### config.mk
export PLATFORM = sky130hd
export DESIGN_NAME = fp_normalize_round
export DESIGN_NICKNAME = d
export VERILOG_FILES = /design/src/rtl/fp_normalize_round.sv
export SDC_FILE = /design/constraint.sdc
export NUM_CORES = 1
export LEC_CHECK = 0
export CAP_MARGIN = 20
export CORE_AREA = 2 2 124 126
export CTS_BUF_LIST = sky130_fd_sc_hd__clkbuf_8
export DETAILED_ROUTE_END_ITERATION = 16
export DIE_AREA = 0 0 126 128
export DONT_BUFFER_PORTS = 1
export PLACE_DENSITY = 0.51
export SYNTH_ARGS = -nofsm -noshare
export SYNTH_HDL_FRONTEND = slang
export SYNTH_SLANG_ARGS = --single-unit
### constraint.sdc
create_clock -name clk -period 5.4 [get_ports clk]
set_input_delay 0.54 -clock clk [delete_from_list [all_inputs] [get_ports clk]]
set_output_delay 0.54 -clock clk [all_outputs]
set_load 0.005 [all_outputs]
### src/rtl/fp_normalize_round.sv
// Post-datapath normalizer: aligns the extended mantissa, rounds to nearest-even
// and packs an IEEE-754 single-precision result with overflow/underflow flags.
module fp_normalize_round #(
    parameter int unsigned EXP_W  = 10,
    parameter int unsigned MANT_W = 28
) (
    input  logic              clk,
    input  logic              rst,
    input  logic              start,
    input  logic              sign_in,
    input  logic [EXP_W-1:0]  exp_in,
    input  logic [MANT_W-1:0] mant_in,
    input  logic              nan_in,
    output logic [31:0]       R,
    output logic              done,
    output logic              overflow,
    output logic              underflow
);

    // Two guard bits on the working exponent so shifts and the rounding carry never wrap.
    localparam int unsigned XW     = EXP_W + 2;
    localparam int unsigned CARRY  = MANT_W - 1;
    localparam int unsigned HIDDEN = MANT_W - 2;

    localparam logic signed [XW-1:0] EXP_ONE = XW'(1);
    localparam logic signed [XW-1:0] EXP_INF = XW'(255);

    typedef enum logic [2:0] {
        S_IDLE,
        S_NORM,
        S_ROUND,
        S_PACK,
        S_DONE
    } state_t;

    state_t state, state_n;

    logic                 start_q;
    logic                 armed_q, armed_n;
    logic                 start_edge;
    logic                 sign_r, sign_n;
    logic                 nan_r, nan_n;
    logic                 inexact_r, inexact_n;
    logic signed [XW-1:0] exp_r, exp_n;
    logic [MANT_W-1:0]    mant_r, mant_n;
    logic [MANT_W-1:0]    rnd_sum;
    logic                 round_up;
    logic                 exp_lt1;
    logic [7:0]           field;
    logic [31:0]          r_n;
    logic                 done_n, ovf_n, unf_n;

    // A start already high when reset is released must drop once before it counts.
    assign start_edge = start & ~start_q & armed_q;
    assign exp_lt1    = (exp_r < EXP_ONE);

    // Next-state and datapath updates
    always_comb begin
        state_n   = state;
        armed_n   = armed_q | ~start;
        sign_n    = sign_r;
        nan_n     = nan_r;
        inexact_n = inexact_r;
        exp_n     = exp_r;
        mant_n    = mant_r;
        r_n       = R;
        done_n    = done;
        ovf_n     = overflow;
        unf_n     = underflow;
        rnd_sum   = '0;
        round_up  = 1'b0;
        field     = 8'h00;

        case (state)
            S_IDLE, S_DONE: begin
                if (start_edge) begin
                    sign_n    = sign_in;
                    nan_n     = nan_in;
                    exp_n     = {{2{exp_in[EXP_W-1]}}, exp_in};
                    mant_n    = mant_in;
                    inexact_n = 1'b0;
                    done_n    = 1'b0;
                    ovf_n     = 1'b0;
                    unf_n     = 1'b0;
                    state_n   = S_NORM;
                end
            end

            S_NORM: begin
                if (nan_r || (mant_r == '0)) begin
                    state_n = S_PACK;
                end else if (exp_lt1 && (mant_r[CARRY:3] == '0)) begin
                    // Everything left sits below the guard bit: only stickiness survives.
                    mant_n = MANT_W'(|mant_r[2:0]);
                    exp_n  = EXP_ONE;
                end else if (mant_r[CARRY] || exp_lt1) begin
                    mant_n = {1'b0, mant_r[CARRY:2], mant_r[1] | mant_r[0]};
                    exp_n  = exp_r + EXP_ONE;
                end else if (!mant_r[HIDDEN] && (exp_r > EXP_ONE)) begin
                    mant_n = {mant_r[CARRY-1:0], 1'b0};
                    exp_n  = exp_r - EXP_ONE;
                end else begin
                    state_n = S_ROUND;
                end
            end

            S_ROUND: begin
                inexact_n = |mant_r[2:0];
                round_up  = mant_r[2] & (mant_r[1] | mant_r[0] | mant_r[3]);
                rnd_sum   = mant_r + {{(MANT_W-4){1'b0}}, round_up, 3'b000};
                if (rnd_sum[CARRY]) begin
                    mant_n = {1'b0, rnd_sum[CARRY:2], rnd_sum[1] | rnd_sum[0]};
                    exp_n  = exp_r + EXP_ONE;
                end else begin
                    mant_n = rnd_sum;
                end
                state_n = S_PACK;
            end

            S_PACK: begin
                if (nan_r) begin
                    r_n = 32'h7FC0_0000;
                end else if (mant_r == '0) begin
                    r_n = {sign_r, 31'b0};
                end else if (exp_r >= EXP_INF) begin
                    r_n   = {sign_r, 8'hFF, 23'b0};
                    ovf_n = 1'b1;
                end else begin
                    field = mant_r[HIDDEN] ? exp_r[7:0] : 8'h00;
                    r_n   = {sign_r, field, mant_r[HIDDEN-1:3]};
                    unf_n = (field == 8'h00) & inexact_r & (mant_r != '0);
                end
                done_n  = 1'b1;
                state_n = S_DONE;
            end

            default: state_n = S_IDLE;
        endcase
    end

    // State, datapath and output registers
    always_ff @(posedge clk) begin
        if (rst) begin
            state     <= S_IDLE;
            start_q   <= 1'b0;
            armed_q   <= 1'b0;
            sign_r    <= 1'b0;
            nan_r     <= 1'b0;
            inexact_r <= 1'b0;
            exp_r     <= '0;
            mant_r    <= '0;
            R         <= '0;
            done      <= 1'b0;
            overflow  <= 1'b0;
            underflow <= 1'b0;
        end else begin
            state     <= state_n;
            start_q   <= start;
            armed_q   <= armed_n;
            sign_r    <= sign_n;
            nan_r     <= nan_n;
            inexact_r <= inexact_n;
            exp_r     <= exp_n;
            mant_r    <= mant_n;
            R         <= r_n;
            done      <= done_n;
            overflow  <= ovf_n;
            underflow <= unf_n;
        end
    end

endmodule
== Yosys cells after proc, flatten, opt, wreduce, memory -nomap -nowiden ==
Index checks and enable logic that the tools add are counted.

* Input bits: 43
* Flip-flop bits (word level): 83
* Word-level logic and storage cells: 102
* Output and inout port bits: 35

* Order comparisons: 3
* Reductions and logical operators: 23
* Muxes and demuxes: 35
* Equality and inequality tests: 15
* Add/sub/neg operators: 3
* Bitwise logic cells: 11

{| class="wikitable"
|+ Operator list
! kind !! number
|-
| 2-to-1 mux 28 bit || 5
|-
| case mux 28 bit (3 select lines) || 1
|-
| 2-to-1 mux 12 bit || 6
|-
| 2-to-1 mux 31 bit || 2
|-
| case mux 12 bit (3 select lines) || 1
|-
| 2-to-1 mux 32 bit || 1
|-
| adder 28 x 4 -> 28 bit || 1
|-
| logical NOT 28 bit || 1
|-
| nonzero test 28 bit || 1
|-
| 2-to-1 mux 27 bit || 1
|-
| logical NOT 25 bit || 1
|-
| 2-to-1 mux 3 bit || 5
|-
| AND reduction 5 bit || 3
|-
| != test 2 bit (second input constant) || 7
|-
| adder 12 x 2 -> 12 bit (second input constant) || 1
|-
| greater-or-equal comparator 12 x 9 -> 1 bit (second input constant) || 1
|-
| greater-than comparator 12 x 2 -> 1 bit (second input constant) || 1
|-
| less-than comparator 12 x 2 -> 1 bit (second input constant) || 1
|-
| case mux 3 bit (4 select lines) || 1
|-
| subtractor 12 x 2 -> 12 bit (second input constant) || 1
|-
| != test 3 bit (second input constant) || 3
|-
| logical NOT 8 bit || 1
|-
| 2-to-1 mux 8 bit || 1
|-
| case mux 1 bit (2 select lines) || 4
|-
| other kinds (18) || 39
|}

== Longest topological paths before layout ==
Gate-level depths: netlist (run 1).

* Depth after elaboration: 8
* Mapped depth: 13

== Least setup slack after synthesis (run 1) ==
Ideal clock, no wire load.

* Path type: register to register
* Start: register mant_r[2]
* End: register mant_r[25]
* Path slack: 2.529 ns
* Path buffers: 3
* Setup time: 0.134 ns
* Arrival time: 2.737 ns
* Cell stages (with the launch flop): 13
* Clock period less this slack: 2.871 ns
* Cell sequence: dfxtp_1 > clkbuf_1 > and2_1 > ha_1 > buf_4 > nand3_2 > or4_1 > buf_2 > or4_1 > a21oi_1 > nor4_1 > a221oi_1 > a211oi_1

* Longest elaborated chain between the ends: 4
* Elaborated cells between the ends (all ways): 8
* Classes of those cells: add/sub: 1; eq/ne: 1; mux: 2; bitwise: 1; reduce/logical: 3

{| class="wikitable"
|+ RTL lines
! element !! RTL line !! RTL
|-
| start: declaration || 45 || <nowiki>logic [MANT_W-1:0] mant_r, mant_n;</nowiki>
|-
| start signal: assignment || 164 || <nowiki>mant_r <= mant_n;</nowiki>
|-
| AND 1 bit / logical NOT 28 bit (equally long branches) || 109, 90 ||
|-
| adder 28 x 4 -> 28 bit / logical OR 1 bit (equally long branches) || 110, 90 ||
|-
| 2-to-1 mux 27 bit / != test 2 bit (equally long branches) || -- ||
|-
| case mux 28 bit (3 select lines) / AND reduction 4 bit (equally long branches) || -- ||
|}

Parallel ways exist; a longest one is shown, timed or not.
A chain may end at the register's enable or synchronous reset.

== Worst setup path in the final report (run 1) ==
* Start: register mant_r[3]
* End: register mant_r[24]

* Longest elaborated chain between the ends: 5
* Elaborated cells between the ends (all ways): 14
* Classes of those cells: add/sub: 1; eq/ne: 2; mux: 4; bitwise: 2; reduce/logical: 5

{| class="wikitable"
|+ RTL lines
! element !! RTL line !! RTL
|-
| bitwise OR 1 bit / logical NOT 25 bit (equally long branches) || 109, 92 ||
|-
| AND 1 bit / logical AND 1 bit (equally long branches) || 109, 92 ||
|-
| adder 28 x 4 -> 28 bit / 2-to-1 mux 28 bit (equally long branches) || 110, 92 ||
|-
| 2-to-1 mux 27 bit / 2-to-1 mux 28 bit (equally long branches) || 111, 90 ||
|-
| case mux 28 bit (3 select lines) || 74 || <nowiki>case (state)</nowiki>
|}

Parallel ways exist; a longest one is shown, timed or not. The select of a mux whose other input is x is not followed.

==> impl_metrics.py, run 1 <==
metrics = {
    "outcome": {
        "outcome": "completed",
    },
    "detailed_routing": {
        "finalWirelength_mm": 19.34,
        "dr.first_iter.drc_count": 408,
        "detail_route.drc_violations": 0,
        "first_pass_iters": 5,
        "routed-via-count": 5815,
        "detail-route-antenna-nets": 0,
        "routedWlPerCell_um": 20.86,
        "via_per_inst": 6.273,
    },
    "clock_tree": {
        "cts.clk_slew.worst_paths_ps": 90,
        "cts_tree": "built",
        "numCtsBuffers": 9,
        "clockBufferDepth": 2,
        "clkLatencyLatePin_ps": 390,
        "post_cts_setup_buffer_count": 0,
        "cts_repair_resize_count": 0,
        "cts-hold-fix-buffers": 0,
        "clock_tree.root_cell": "sky130_fd_sc_hd__clkbuf_8",
        "cts_htree_levels": 3,
        "tritoncts_num_sinks": 83,
    },
    "logic_synthesis": {
        "synth_top_cell_area_share_pct": 28.47,
        "ys_warns": 0,
        "synth_sequential_area_ratio_pct": 28.47,
        "synth_most_common_cell": "sky130_fd_sc_hd__nor2_1",
        "synth_area_leaders": "sky130_fd_sc_hd__dfxtp_1, sky130_fd_sc_hd__nor2_1, sky130_fd_sc_hd__nand2_1",
        "syn-num-nets": 853,
        "yosysUniqueCellTypes": 80,
        "synth.avg_cell_area_um2": 7.240,
        "ys_top_cells_by_count": "sky130_fd_sc_hd__nor2_1, sky130_fd_sc_hd__nand2_1, sky130_fd_sc_hd__dfxtp_1",
        "synth_area_mm2": 0.005836,
        "synth-main-ff-cell": "sky130_fd_sc_hd__dfxtp_1",
        "async_sr_flop_fraction_pct": 0,
        "synth_enable_flop_cells": 0,
        "netlist_instances": 806,
        "synth_seq_cells": 83,
        "synth_top_area_cell": "sky130_fd_sc_hd__dfxtp_1",
    },
    "setup_path": {
        "timing.reg2reg.worst_path_depth": 9,
        "worst-path-buf-inv": 0,
        "criticalPathCategory": "reg -> reg",
        "r2r-end": "mant_r[24]",
        "critPathLaunchType": "flip-flop",
        "timing.critical_path.slowest_stage_cell": "sky130_fd_sc_hd__or2_1",
        "crit_fanout": 19,
        "timing.critical_path.cells": "and2_1 > ha_1 > nand3_2 > nor4_4 > and3_2 > or2_1 > o311ai_1 > or3_1 > a311oi_2",
        "critical_path.top_delay_family": "simple AND/OR/NAND/NOR gates",
        "r2r_setup_slack_ps": 1800,
        "max_stage_delay_ps": 680,
        "crit_arrival_ps": 3900,
        "cp-end-kind": "flip-flop",
        "worst_r2r_startpoint": "mant_r[3]",
        "required_time_of_the_critical_path_ps": 5700,
    },
    "layout": {
        "diodes": 0,
        "drive_gt1_share_pct": 7.578,
        "num-nets-final": 781,
        "area_growth_from_synthesis_to_layout_pct": 2.787,
        "fin_util_pct": 40.35,
    },
    "place": {
        "io_buffer_count": 0,
        "dp_hpwl_mm": 12.62,
        "routabilityCongestion": 0.8940,
        "pre_cts_ws_ps": 1833,
    },
    "floorplan": {
        "start_util_pct": 39.26,
        "io_pins": 78,
        "fp.dieArea_mm2": 0.01613,
        "coreArea_mm2": 0.01486,
        "floorplan.die.width_um": 126,
        "die_height_um": 128,
        "row_count": 45,
    },
    "pwr": {
        "ir_drop_mv": 0.1664,
        "p_total_mw": 2.057,
        "power.leakage_nw": 1.944,
        "pwr_density_cell_mw_per_mm2": 343.0,
    },
    "worst_hold_path": {
        "hold_path_startpoint": "rst",
        "timing.hold.worst_path_depth": 1,
        "timing.hold.worst_endpoint": "R[27]",
        "timing.hold.worst.class": "in -> reg",
    },
    "global_routing": {
        "grt_usage_pct": 23.79,
        "grt_remaining_overflow": 0,
        "grt_pass1_wl_mm": 30.59,
        "grt_antenna_before_repair": 0,
        "pin_count_of_the_biggest_net_entering_global_routing": 87,
        "first_global_vias": 5570,
    },
    "sta": {
        "final-max-slew-violation-count": 0,
        "timing.final.hold_violations": 0,
        "finalWorstSetupSlack_ps": 1801,
        "relSlewSlack_pct": 31.84,
        "tightestPinTransition_ps": 1017,
        "timing.hold.ws_ps": 211.2,
        "final.setup_skew_ps": 12.50,
        "tns_ps": 0,
        "final.period_utilization_pct": 66.65,
        "finalSetupViolations": 0,
        "unrepaired_setup_endpoints_after_global_routing": "no",
        "min_period_ps": 3599,
        "fmax_mhz": 277.9,
    },
    "flow_run": {
        "number_of_maximum_capacitance_violations": 0,
    },
}
[routing by layer]
metal | global-route usage, % | share of wire (%)
met1 | 30.23 | 44
met2 | 39.72 | 48
met3 | 5.426 | 6.0
met4 | 8.403 | 1.8
met5 | 0 | 0
[stage by stage]
stage / cell area, µm² / instances
finish: 5998 / 927
global route: 5998 / 927
CTS: 5983 / 926
detailed placement: 5749 / 910
global placement: 5749 / 910
floorplan: 5836 / 806
[state kept, by name, indices dropped and copies added, names as in the netlist]
register / count
nan_r: 1
start_q: 1
sign_r: 1
done: 1
armed_q: 1
mant_r: 28
exp_r: 12
state: 3
R: 32
inexact_r: 1
underflow: 1
overflow: 1
[where the power goes]
group	leakage [nW]	internal [mW]	switching, mW
registers	0.677	0.666	0.163
clock network	0.115	0.279	0.264
logic	1.15	0.245	0.440
total	1.94	1.19	0.867
[cells in the final DEF, fill, tap and decap left out, types with 18 or more instances in the layout]
master and instances:
sky130_fd_sc_hd__a21oi_1 72, sky130_fd_sc_hd__nor3_1 30, sky130_fd_sc_hd__a211oi_1 18, sky130_fd_sc_hd__dfxtp_1 83, sky130_fd_sc_hd__nand3_1 20, sky130_fd_sc_hd__a22oi_1 28, sky130_fd_sc_hd__o21ai_0 25, sky130_fd_sc_hd__nand2_1 97
sky130_fd_sc_hd__xnor2_1 18, sky130_fd_sc_hd__nor2_1 110
[worst max-delay path by stage]
| stage | to | cells after the start | startpoint |
|---|---|---|---|
| floorplan | mant_r[25] | 12 | mant_r[2] |
| global placement | mant_r[24] | 9 | mant_r[2] |
| detailed placement | mant_r[4] | 9 | mant_r[2] |
| CTS | mant_r[24] | 9 | mant_r[3] |
| global route | mant_r[4] | 9 | mant_r[2] |
| finish | mant_r[24] | 9 | mant_r[3] |
[cell type report]
type	count	area, µm²
Clock inverter	6	96.34
Fill cell	1568	8866
Tap cell	188	235.2
Timing Repair Buffer	9	75.07
Inverter	8	30.03
Multi-Input combinational cell	623	3762
Clock buffer	10	137.6
Sequential cell	83	1662
[cell families (layout without fill, tap and decap cells)]
family          after synthesis  in the layout  share of synthesized area, %
compound gates              232            232                         27.53
xor+xnor                     24             24                         3.602
fa+ha+maj                     5              5                         1.029
mux                          15             15                         2.616
buf+inv                     100             33                         7.783
flops                        83             83                         28.47
simple gates                347            347                         28.97
Note: power is estimated with default switching activity, not from simulation.
==> run 2, diff against run 1 <==
PLACE_DENSITY = 0.53   (was 0.51)
clock period = 3.26 ns   (was 5.4 ns; I/O delays follow)
==> run 2 against run 1 <==
Net effect: via count up 4.5%; power up 70%; final area up 6.4%; routed wire length up 6.6%; core utilization up 2.6 points; non-clock buffer count up 53; first-iteration DRC count up 31%; highest routed layer unchanged.
==> impl_metrics.py, run 2 (same netlist as run 1, synthesis figures left out) <==
metrics = {
    "layout": {
        "largest_reg_flops": 32,
        "stdcell_count": 980,
        "area_growth_from_synthesis_to_layout_pct": 9.370,
        "num-nets-final": 834,
        "largestRegisters": "R x32, mant_r x28, exp_r x12",
        "mostFrequentLayoutCell": "sky130_fd_sc_hd__nor2_1",
        "fin_util_pct": 42.94,
        "drive_gt1_share_pct": 13.38,
        "largest_register": "R",
        "mostFrequentLayoutCells": "sky130_fd_sc_hd__nor2_1, sky130_fd_sc_hd__nand2_1, sky130_fd_sc_hd__dfxtp_1, sky130_fd_sc_hd__a21oi_1, sky130_fd_sc_hd__buf_4",
        "diodes": 0,
    },
    "worst_hold_path": {
        "timing.hold.worst.class": "in -> reg",
        "timing.hold.worst_path_depth": 1,
        "hold_path_startpoint": "start",
        "timing.hold.worst_endpoint": "armed_q",
    },
    "clock_tree": {
        "cts_tree": "built",
        "tritoncts_num_sinks": 83,
        "post_cts_setup_buffer_count": 0,
        "cts_htree_levels": 3,
        "cts_repair_resize_count": 0,
        "numCtsBuffers": 9,
        "clkLatencyLatePin_ps": 390,
        "clock_tree.root_cell": "sky130_fd_sc_hd__clkbuf_8",
        "cts.clk_slew.worst_paths_ps": 100,
        "clockBufferDepth": 2,
    },
    "detailed_routing": {
        "first_pass_iters": 5,
        "finalWirelength_mm": 20.61,
        "dr.first_iter.drc_count": 536,
        "routed-via-count": 6075,
        "detail-route-antenna-nets": 0,
        "routedWlPerCell_um": 21.03,
        "detail_route.drc_violations": 0,
        "via_per_inst": 6.199,
    },
    "floorplan": {
        "floorplan.die.width_um": 126,
        "start_util_pct": 39.26,
        "die_height_um": 128,
        "io_pins": 78,
        "row_count": 45,
        "fp.dieArea_mm2": 0.01613,
        "coreArea_mm2": 0.01486,
    },
    "global_routing": {
        "first_global_vias": 5806,
        "grt_remaining_overflow": 0,
        "grt_antenna_before_repair": 0,
        "pin_count_of_the_biggest_net_entering_global_routing": 53,
        "grt_usage_pct": 25.56,
        "grt_pass1_wl_mm": 32.60,
    },
    "setup_path": {
        "timing.reg2reg.worst_path_depth": 7,
        "critical_path.top_delay_family": "simple AND/OR/NAND/NOR gates",
        "r2r-end": "mant_r[26]",
        "crit_arrival_ps": 3300,
        "r2r_setup_slack_ps": 190,
        "cp-end-kind": "flip-flop",
        "timing.critical_path.cells": "nor4_1 > nand4_1 > o31ai_4 > buf_4 > nor2_1 > a2111oi_0 > a211oi_1",
        "worst-path-buf-inv": 1,
        "required_time_of_the_critical_path_ps": 3480,
        "crit_fanout": 11,
        "max_stage_delay_ps": 660,
        "worst_r2r_startpoint": "mant_r[10]",
        "criticalPathCategory": "reg -> reg",
        "worst_setup_path_startpoint": "mant_r[10]",
        "critPathLaunchType": "flip-flop",
        "timing.critical_path.slowest_stage_cell": "sky130_fd_sc_hd__o31ai_4",
    },
    "pwr": {
        "ir_drop_mv": 0.2707,
        "pwr_density_cell_mw_per_mm2": 547.9,
        "power.leakage_nw": 2.199,
    },
    "sta": {
        "timing.hold.ws_ps": 24.12,
        "fmax_mhz": 325.5,
        "relSlewSlack_pct": 28.97,
        "min_period_ps": 3072,
        "tightestPinTransition_ps": 1062,
        "finalSetupViolations": 0,
        "final.period_utilization_pct": 94.24,
        "timing.final.hold_violations": 0,
        "final.setup_skew_ps": 8.195,
        "final-max-slew-violation-count": 0,
        "unrepaired_setup_endpoints_after_global_routing": "no",
        "tns_ps": 0,
    },
    "place": {
        "dp_hpwl_mm": 14.11,
        "routabilityCongestion": 0.9867,
        "dp_cells": 960,
        "io_buffer_count": 0,
    },
    "flow_run": {
        "number_of_maximum_capacitance_violations": 0,
    },
    "outcome": {
        "outcome": "completed",
    },
}
[run 2: changes by cell type in the layout (fill, tap and decap cells not counted), sizes merged]
| cell | before | now |
|---|---|---|
| clkinvlp | 1 | 2 |
| dlygate4sd3 | 0 | 3 |
| buf | 9 | 59 |
| bufinv | 2 | 1 |
[run 2: final cells by class]
class	instances	area [µm²]
fill	1538	8482
multi-input combinational	623	3754
sequential	83	1662
timing repair buffer	62	493.0
tap	188	235.2
clock buffer	10	137.6
clock inverter	6	71.32
inverter	8	30.03
[run 2: repair_timing]
action,4_1_cts,5_1_grt
hold buffers,4,0
setup endpoints to repair,0,0
hold endpoints to repair,52,0
[run 2: power breakdown]
part / switching [mW] / internal, mW / total, mW
Sequential: 0.124 / 1.10 / 1.23
Combinational: 0.931 / 0.525 / 1.46
Clock: 0.432 / 0.382 / 0.814
[run 2: layer usage]
metal	track usage [%]	wire length, µm	vias up
li1	-	-	2898
met1	33.41	8704	2867
met2	40.39	9662	274
met3	5.426	1660	36
met4	12.09	586	0
met5	0	0	-
[run 2: how the worst max path moves through the flow]
| stage | slack [ps] | depth (start not counted) | endpoint |
|---|---|---|---|
| after global placement | 360 | 7 | mant_r[12] |
| after global routing | 100 | 7 | mant_r[26] |
| after CTS | 320 | 7 | mant_r[26] |
| after detailed placement | 390 | 7 | mant_r[12] |
| after floorplan | 390 | 12 | mant_r[25] |
| final | 190 | 7 | mant_r[26] |
[run 2: metrics by stage]
stage / power, mW / instance area [µm²] / setup WS (ps)
finish: 3.497 / 6382 / 187.8
global route: 3.702 / 6382 / 97.10
CTS: 3.492 / 6382 / 322.3
detailed placement: 2.647 / 6116 / 394.8
global placement: 2.631 / 6116 / 359.4
floorplan: 2.240 / 5836 / 389.3
